## src/rtl/alu_pkg.sv

```systemverilog
// rtl/alu_pkg.sv - shared ALU widths and flag bundle
package alu_pkg;

    localparam int XOR_WIDTH = 32;

    function automatic int popcnt_width(input int width);
        return $clog2(width) + 1;
    endfunction

    localparam int POPCNT_W = popcnt_width(XOR_WIDTH);

    typedef struct packed {
        logic zero;
        logic parity;
    } alu_flags_t;

endpackage

```

## src/rtl/xor_bit_slice.sv

```systemverilog
// rtl/xor_bit_slice.sv - single-bit XOR cell
module xor_bit_slice (
    input  logic a,
    input  logic b,
    output logic y
);

    assign y = a ^ b;

endmodule

```

## src/rtl/xor_32bit.sv

```systemverilog
// rtl/xor_32bit.sv - registered bitwise XOR with zero/parity flags; XOR_POPCOUNT_EN adds popcnt
module xor_32bit
    import alu_pkg::*;
#(
    parameter int WIDTH = XOR_WIDTH
) (
    input  logic                           clk,
    input  logic                           rst_n,
    input  logic                           in_valid,
    input  logic [WIDTH-1:0]               a,
    input  logic [WIDTH-1:0]               b,
    output logic                           out_valid,
    output logic [WIDTH-1:0]               out,
    output logic                           zero,
    output logic                           parity
`ifdef XOR_POPCOUNT_EN
    ,
    output logic [popcnt_width(WIDTH)-1:0] popcnt
`endif
);

    localparam int PW = popcnt_width(WIDTH);

    logic [WIDTH-1:0] x_vec;
    alu_flags_t       flags_next;
    alu_flags_t       flags_q;

    for (genvar i = 0; i < WIDTH; i++) begin : g_slice
        xor_bit_slice u_slice (
            .a (a[i]),
            .b (b[i]),
            .y (x_vec[i])
        );
    end

    // Flags come from the fresh XOR vector so they line up with the value captured into out.
    always_comb begin
        flags_next        = '0;
        flags_next.zero   = ~|x_vec;
        flags_next.parity = ^x_vec;
    end

    always_ff @(posedge clk or negedge rst_n) begin
        if (!rst_n) begin
            out_valid <= 1'b0;
            out       <= '0;
            flags_q   <= '{zero: 1'b1, parity: 1'b0};
        end else begin
            out_valid <= in_valid;
            if (in_valid) begin
                out     <= x_vec;
                flags_q <= flags_next;
            end
        end
    end

    assign zero   = flags_q.zero;
    assign parity = flags_q.parity;

`ifdef XOR_POPCOUNT_EN
    localparam int LVL    = $clog2(WIDTH);
    localparam int LEAVES = 1 << LVL;

    // Binary adder tree; leaves past WIDTH are padded with zero.
    for (genvar l = 0; l <= LVL; l++) begin : g_lvl
        localparam int N = LEAVES >> l;
        logic [PW-1:0] sum [N];
        for (genvar j = 0; j < N; j++) begin : g_node
            if (l == 0) begin : g_leaf
                if (j < WIDTH) begin : g_bit
                    assign sum[j] = {{(PW-1){1'b0}}, x_vec[j]};
                end else begin : g_pad
                    assign sum[j] = '0;
                end
            end else begin : g_add
                assign sum[j] = g_lvl[l-1].sum[2*j] + g_lvl[l-1].sum[2*j+1];
            end
        end
    end

    always_ff @(posedge clk or negedge rst_n) begin
        if (!rst_n) begin
            popcnt <= '0;
        end else if (in_valid) begin
            popcnt <= g_lvl[LVL].sum[0];
        end
    end
`endif

endmodule

```

## config.mk

```make
export PLATFORM = sky130hd
export DESIGN_NAME = xor_32bit
export DESIGN_NICKNAME = d
export VERILOG_FILES = /design/src/rtl/alu_pkg.sv /design/src/rtl/xor_bit_slice.sv /design/src/rtl/xor_32bit.sv
export SDC_FILE = /design/constraint.sdc
export NUM_CORES = 1
export LEC_CHECK = 0
export CAP_MARGIN = 5
export CELL_PAD_IN_SITES_DETAIL_PLACEMENT = 0
export CELL_PAD_IN_SITES_GLOBAL_PLACEMENT = 1
export CORE_MARGIN = 5
export CORE_UTILIZATION = 30
export DETAILED_ROUTE_END_ITERATION = 16
export HOLD_SLACK_MARGIN = 0.03
export PLACE_DENSITY_LB_ADDON = 0.1
export SLEW_MARGIN = 0
export SYNTH_ARGS = -nofsm -noshare
export SYNTH_HDL_FRONTEND = slang
export SYNTH_SLANG_ARGS = --single-unit
```

## constraint.sdc

```tcl
create_clock -name clk -period 1.2 [get_ports clk]
set_input_delay 0.12 -clock clk [delete_from_list [all_inputs] [get_ports clk]]
set_output_delay 0.12 -clock clk [all_outputs]
set_load 0.01 [all_outputs]
```

# Word-level counts from Yosys, hierarchy flattened
# Cells that the tools add are included.
# W data, S select, Z words.
# totals
register_bits	35
inputBits	67
# op_classes
bitwise_logic	32
n_reduce_logical	3
# ops
cell	n
$reduce_or A32 Y1	1
$reduce_xor A32 Y1	1
$xor A1 B1 Y1	32
$logic_not A1 Y1	1

# Depth between registers and ports, before layout
# logic_depth
depth_word	3
depth_mapped	7

# Cells and area by module
# Synthesis repeated with hierarchy kept, for this count alone.
# hier_totals
cells_unflattened	176
hier_area_um2	2042.0
# modules_own_cells
module	n_inst	cells_each	area_per_inst_um2	seq_area_each_um2
xor_32bit	1	144	1761.7	877.1
xor_bit_slice	32	1	8.8	0.0

# Least setup slack after synthesis
# Ideal clock, no wire load.
# synth_timing
path_kind	input port to flip-flop
startpoint	input b[8]
endpoint	register flags_q, in the netlist parity
setup_time_ps	137
t_arrival_ps	1242
t_required_ps	1063
path_slack_ps	-179
stages	7
path_cell_list	xnor2_1 -> ha_1 -> xor2_1 -> xnor2_1 -> xnor2_1 -> xnor2_1 -> a21oi_1
# synth_between
elab_chain_cells	2
# synth_lines
item	line	text
start, declared	xor_32bit.sv:11	input logic [WIDTH-1:0] b,
$xor A1 B1 Y1	xor_bit_slice.sv:8	assign y = a ^ b;
$reduce_xor A32 Y1	xor_32bit.sv:40	flags_next.parity = ^x_vec;
end signal, assigned	xor_32bit.sv:47	flags_q <= '{zero: 1'b1, parity: 1'b0};
end signal, assigned	xor_32bit.sv:52	flags_q <= flags_next;
end, declared	xor_32bit.sv:26	alu_flags_t flags_q;
# No other way between the ends.
# A chain may end at the register's enable or synchronous reset.

# Worst setup path after layout
# layout_timing
startpoint	input b[19]
endpoint	register flags_q, in the netlist parity
# The elaborated chain is that of the path after synthesis.

==> impl_metrics.tcl <==
set metrics [dict create \
    cts.sinks 35 \
    switching_share_pct 31.2 \
    antenna_found_initial 0 \
    track_usage_pct 14.8 \
    maxSlewHeadroom_pct 81.7 \
    synth_top_area_cell "dfrtp_1" \
    ys_top_cells_by_area "dfrtp_1, xnor2_1, ha_1" \
    rsz0062_at_grt "yes" \
    setup_ws_ns -0.0285 \
    internal_power_uw 3030 \
    pwr-share-clk_pct 18.7 \
    cts_tree "built" \
    initial_core_util_pct 31.1 \
    violations "setup timing" \
    drtIter0Drc 45 \
    netlist_area_um2 1850 \
    ir_worst_vdd_mv 0.531 \
    die-area_um2 7850 \
    p_switching_uw 1370 \
    seqPwrFrac_pct 31.9 \
    slowest_delay_ns 0.29 \
    antenna_cells 0 \
    clock_latency_ns 0.29 \
    setup_viol 1 \
    cp_slowest_cell "ha_1" \
    synth_top_cell_area_share_pct 45.9 \
    core_um2 5960 \
    cp_common_cell "xnor2_1" \
    grt_pass1_vias 1835 \
    syn_area_per_cell_um2 10.3 \
    area_delta_synth_final_pct 113 \
    whs_ns 0.140 \
    ys_seq_elements 35 \
    synth_cells 180 \
    synth_edf_count 0 \
    antenna_left 0 \
    ys.flop_type "dfrtp_1" \
    leakagePower_uw 0.00174 \
    tns_ns -0.0285 \
    comb_power_share_pct 49.4 \
    synth_cell_type_count 15 \
    maxSlewViolCount 0 \
    fin_skew_ns 0 \
    gp_congestion 0.679 \
    critPathLaunchType "input port" \
    cap_violations 0 \
    fin_total_pwr_uw 4400 \
    post-synth-top-count-cell "xnor2_1" \
    first_pass_iters 4 \
    fmax_mhz 814 \
    via_per_inst 4.49 \
    root_buffer "clkbuf_8" \
    r2r_slack_ns 0.45 \
    ys_seq_area_share_pct 47.3 \
    vias 1806 \
    ff2ff_path_depth 2 \
    fp-row-count 28 \
    fin_crit_sh_pct 102 \
    crit-reg2reg-capture "zero$_DFFE_PN1P_" \
    overflow 0 \
    routed_wl_mm 5.69 \
    grt_pass1_wl_mm 8.89 \
    wl_per_cell_um 14.2 \
    yosys-top-cells-count "xnor2_1, dfrtp_1, a21oi_1, nor2_1, ha_1" \
    num_io_pins 102 \
    endpoint_kind "flip-flop" \
    drc 0 \
    final_util_pct 66.2 \
    fin_nets 409 \
    cp_max_fo 2 \
    worstPathRequired_ns 1.37 \
    io_buffers 101 \
    grt_max_degree 69 \
    min_period_ns 1.23 \
    clock_path_buffers 2 \
    status "finished with violations" \
    finish.instance_area_um2 3950 \
    chipWidth_um 88.6 \
    placed_cell_area_um2 3320 \
    min_path_type "in2reg" \
    synth_nets 263 \
    ys_warn_count 0 \
    drive_gt1_share_pct 52.9 \
    async_reset_ff_share_pct 100 \
    clkSlewWorstSetupHoldPaths_ns 0.07 \
    hold_viol 0 \
    crit_path_end "parity$_DFFE_PN0P_" \
    cts_max_level 2 \
    critPathLaunch "b[19]" \
    hpwl_mm 4.06 \
    cts_made_buffers 5 \
    die_y_um 88.6 \
    crit_type "in2reg" \
    reg2reg_from "zero$_DFFE_PN1P_" \
    cp.arrival_ns 1.39 \
    worst-slew-pin-transition_ns 0.274 \
    worstPathCellList "buf_6 > xnor2_2 > ha_1 > xnor2_2 > xnor2_1 > xnor2_1 > xnor2_1 > a21oi_1" \
    power_density_nw_per_um2 1120 \
]
-- logic make-up after synthesis --
family | Yosys count | share of synthesized area [%]
buffers and inverters | 9 | 1.89
DFF | 35 | 47.3
and+or+nand+nor | 39 | 8.58
AOI/OAI and AO/OA | 34 | 9.18
adders and majority gates | 16 | 10.8
xor gates and xnor gates | 47 | 22.2
-- layer usage --
metal / track usage, % / up-vias / part of all wire [%]
met4: 4.12 / 0 / 1.6
met1: 18.6 / 831 / 39
met5: 0 / - / 0
met2: 24.4 / 71 / 50
li1: - / 893 / -
met3: 5.12 / 11 / 9.5
-- how the worst min path moves through the flow --
stage	depth (start not counted)	endpoint	slack (ns)	start
after global routing	3	out[7]$_DFFE_PN0P_	0.14	a[7]
after floorplan	0	out[0]$_DFFE_PN0P_	-0.18	rst_n
after global placement	2	out[27]$_DFFE_PN0P_	0.11	rst_n
after CTS	3	out[7]$_DFFE_PN0P_	0.13	b[7]
final	3	out[7]$_DFFE_PN0P_	0.14	b[7]
after detailed placement	2	out[31]$_DFFE_PN0P_	0.11	rst_n
-- power by group through the flow --
stage	logic [µW]	registers, µW	clock network, µW
after floorplan	861	1500	0
after global placement	1740	1430	0
after detailed placement	1750	1430	0
after CTS	1990	1400	851
after global routing	2350	1430	911
final	2170	1400	824
-- sequential cells by signal (all words and copies together) (netlist names) --
name,cells
out,32
out_valid,1
parity,1
zero,1
-- repair_timing --
action | CTS | global route
buffers inserted | 21 | 8
pin swaps | 66 | 64
hold buffers | 1 | 0
resized for setup | 274 | 104
setup endpoints to repair | 37 | 3
endpoints found under the hold margin | 34 | 0
-- worst max-delay path, delay by kind of cell --
| family | cells | cell delay, ns |
|---|---|---|
| XOR/XNOR | 5 | 0.82 |
| adder cells (fa/ha/maj) | 1 | 0.29 |
| buffers and inverters | 1 | 0.09 |
| AO/OA/AOI/OAI | 1 | 0.08 |
-- final cells by class --
cell class	count	area [µm²]
Multi-Input combinational cell	136	1740
Tap cell	75	93.8
Inverter	1	3.75
Fill cell	496	2010
Clock buffer	8	80.1
Timing Repair Buffer	147	1150
Sequential cell	35	877
-- placed cells by master (no fill, tap or decap) --
| cell type | n |
|---|---|
| a21oi_1 | 33 |
| buf_12 | 1 |
| buf_2 | 33 |
| buf_4 | 46 |
| buf_6 | 23 |
| buf_8 | 1 |
| clkbuf_1 | 3 |
| clkbuf_2 | 8 |
| clkbuf_8 | 5 |
| dfrtp_1 | 34 |
| dfstp_2 | 1 |
| dlygate4sd2_1 | 34 |
| dlygate4sd3_1 | 1 |
| ha_1 | 2 |
| ha_4 | 14 |
| inv_1 | 1 |
| nand2_1 | 1 |
| nand4_1 | 4 |
| nor2_1 | 33 |
| nor4_2 | 1 |
| o21ai_1 | 1 |
| xnor2_1 | 6 |
| xnor2_2 | 12 |
| xnor2_4 | 27 |
| xor2_1 | 1 |
| xor2_4 | 1 |
-- metrics by stage --
step	cells	worst slack, ns
floorplan	180	-0.136
global placement	364	-0.817
detailed placement	364	-0.843
CTS	394	-0.127
global route	402	-0.0902
finish	402	-0.0285
Note: power is estimated with default switching activity, not from simulation.
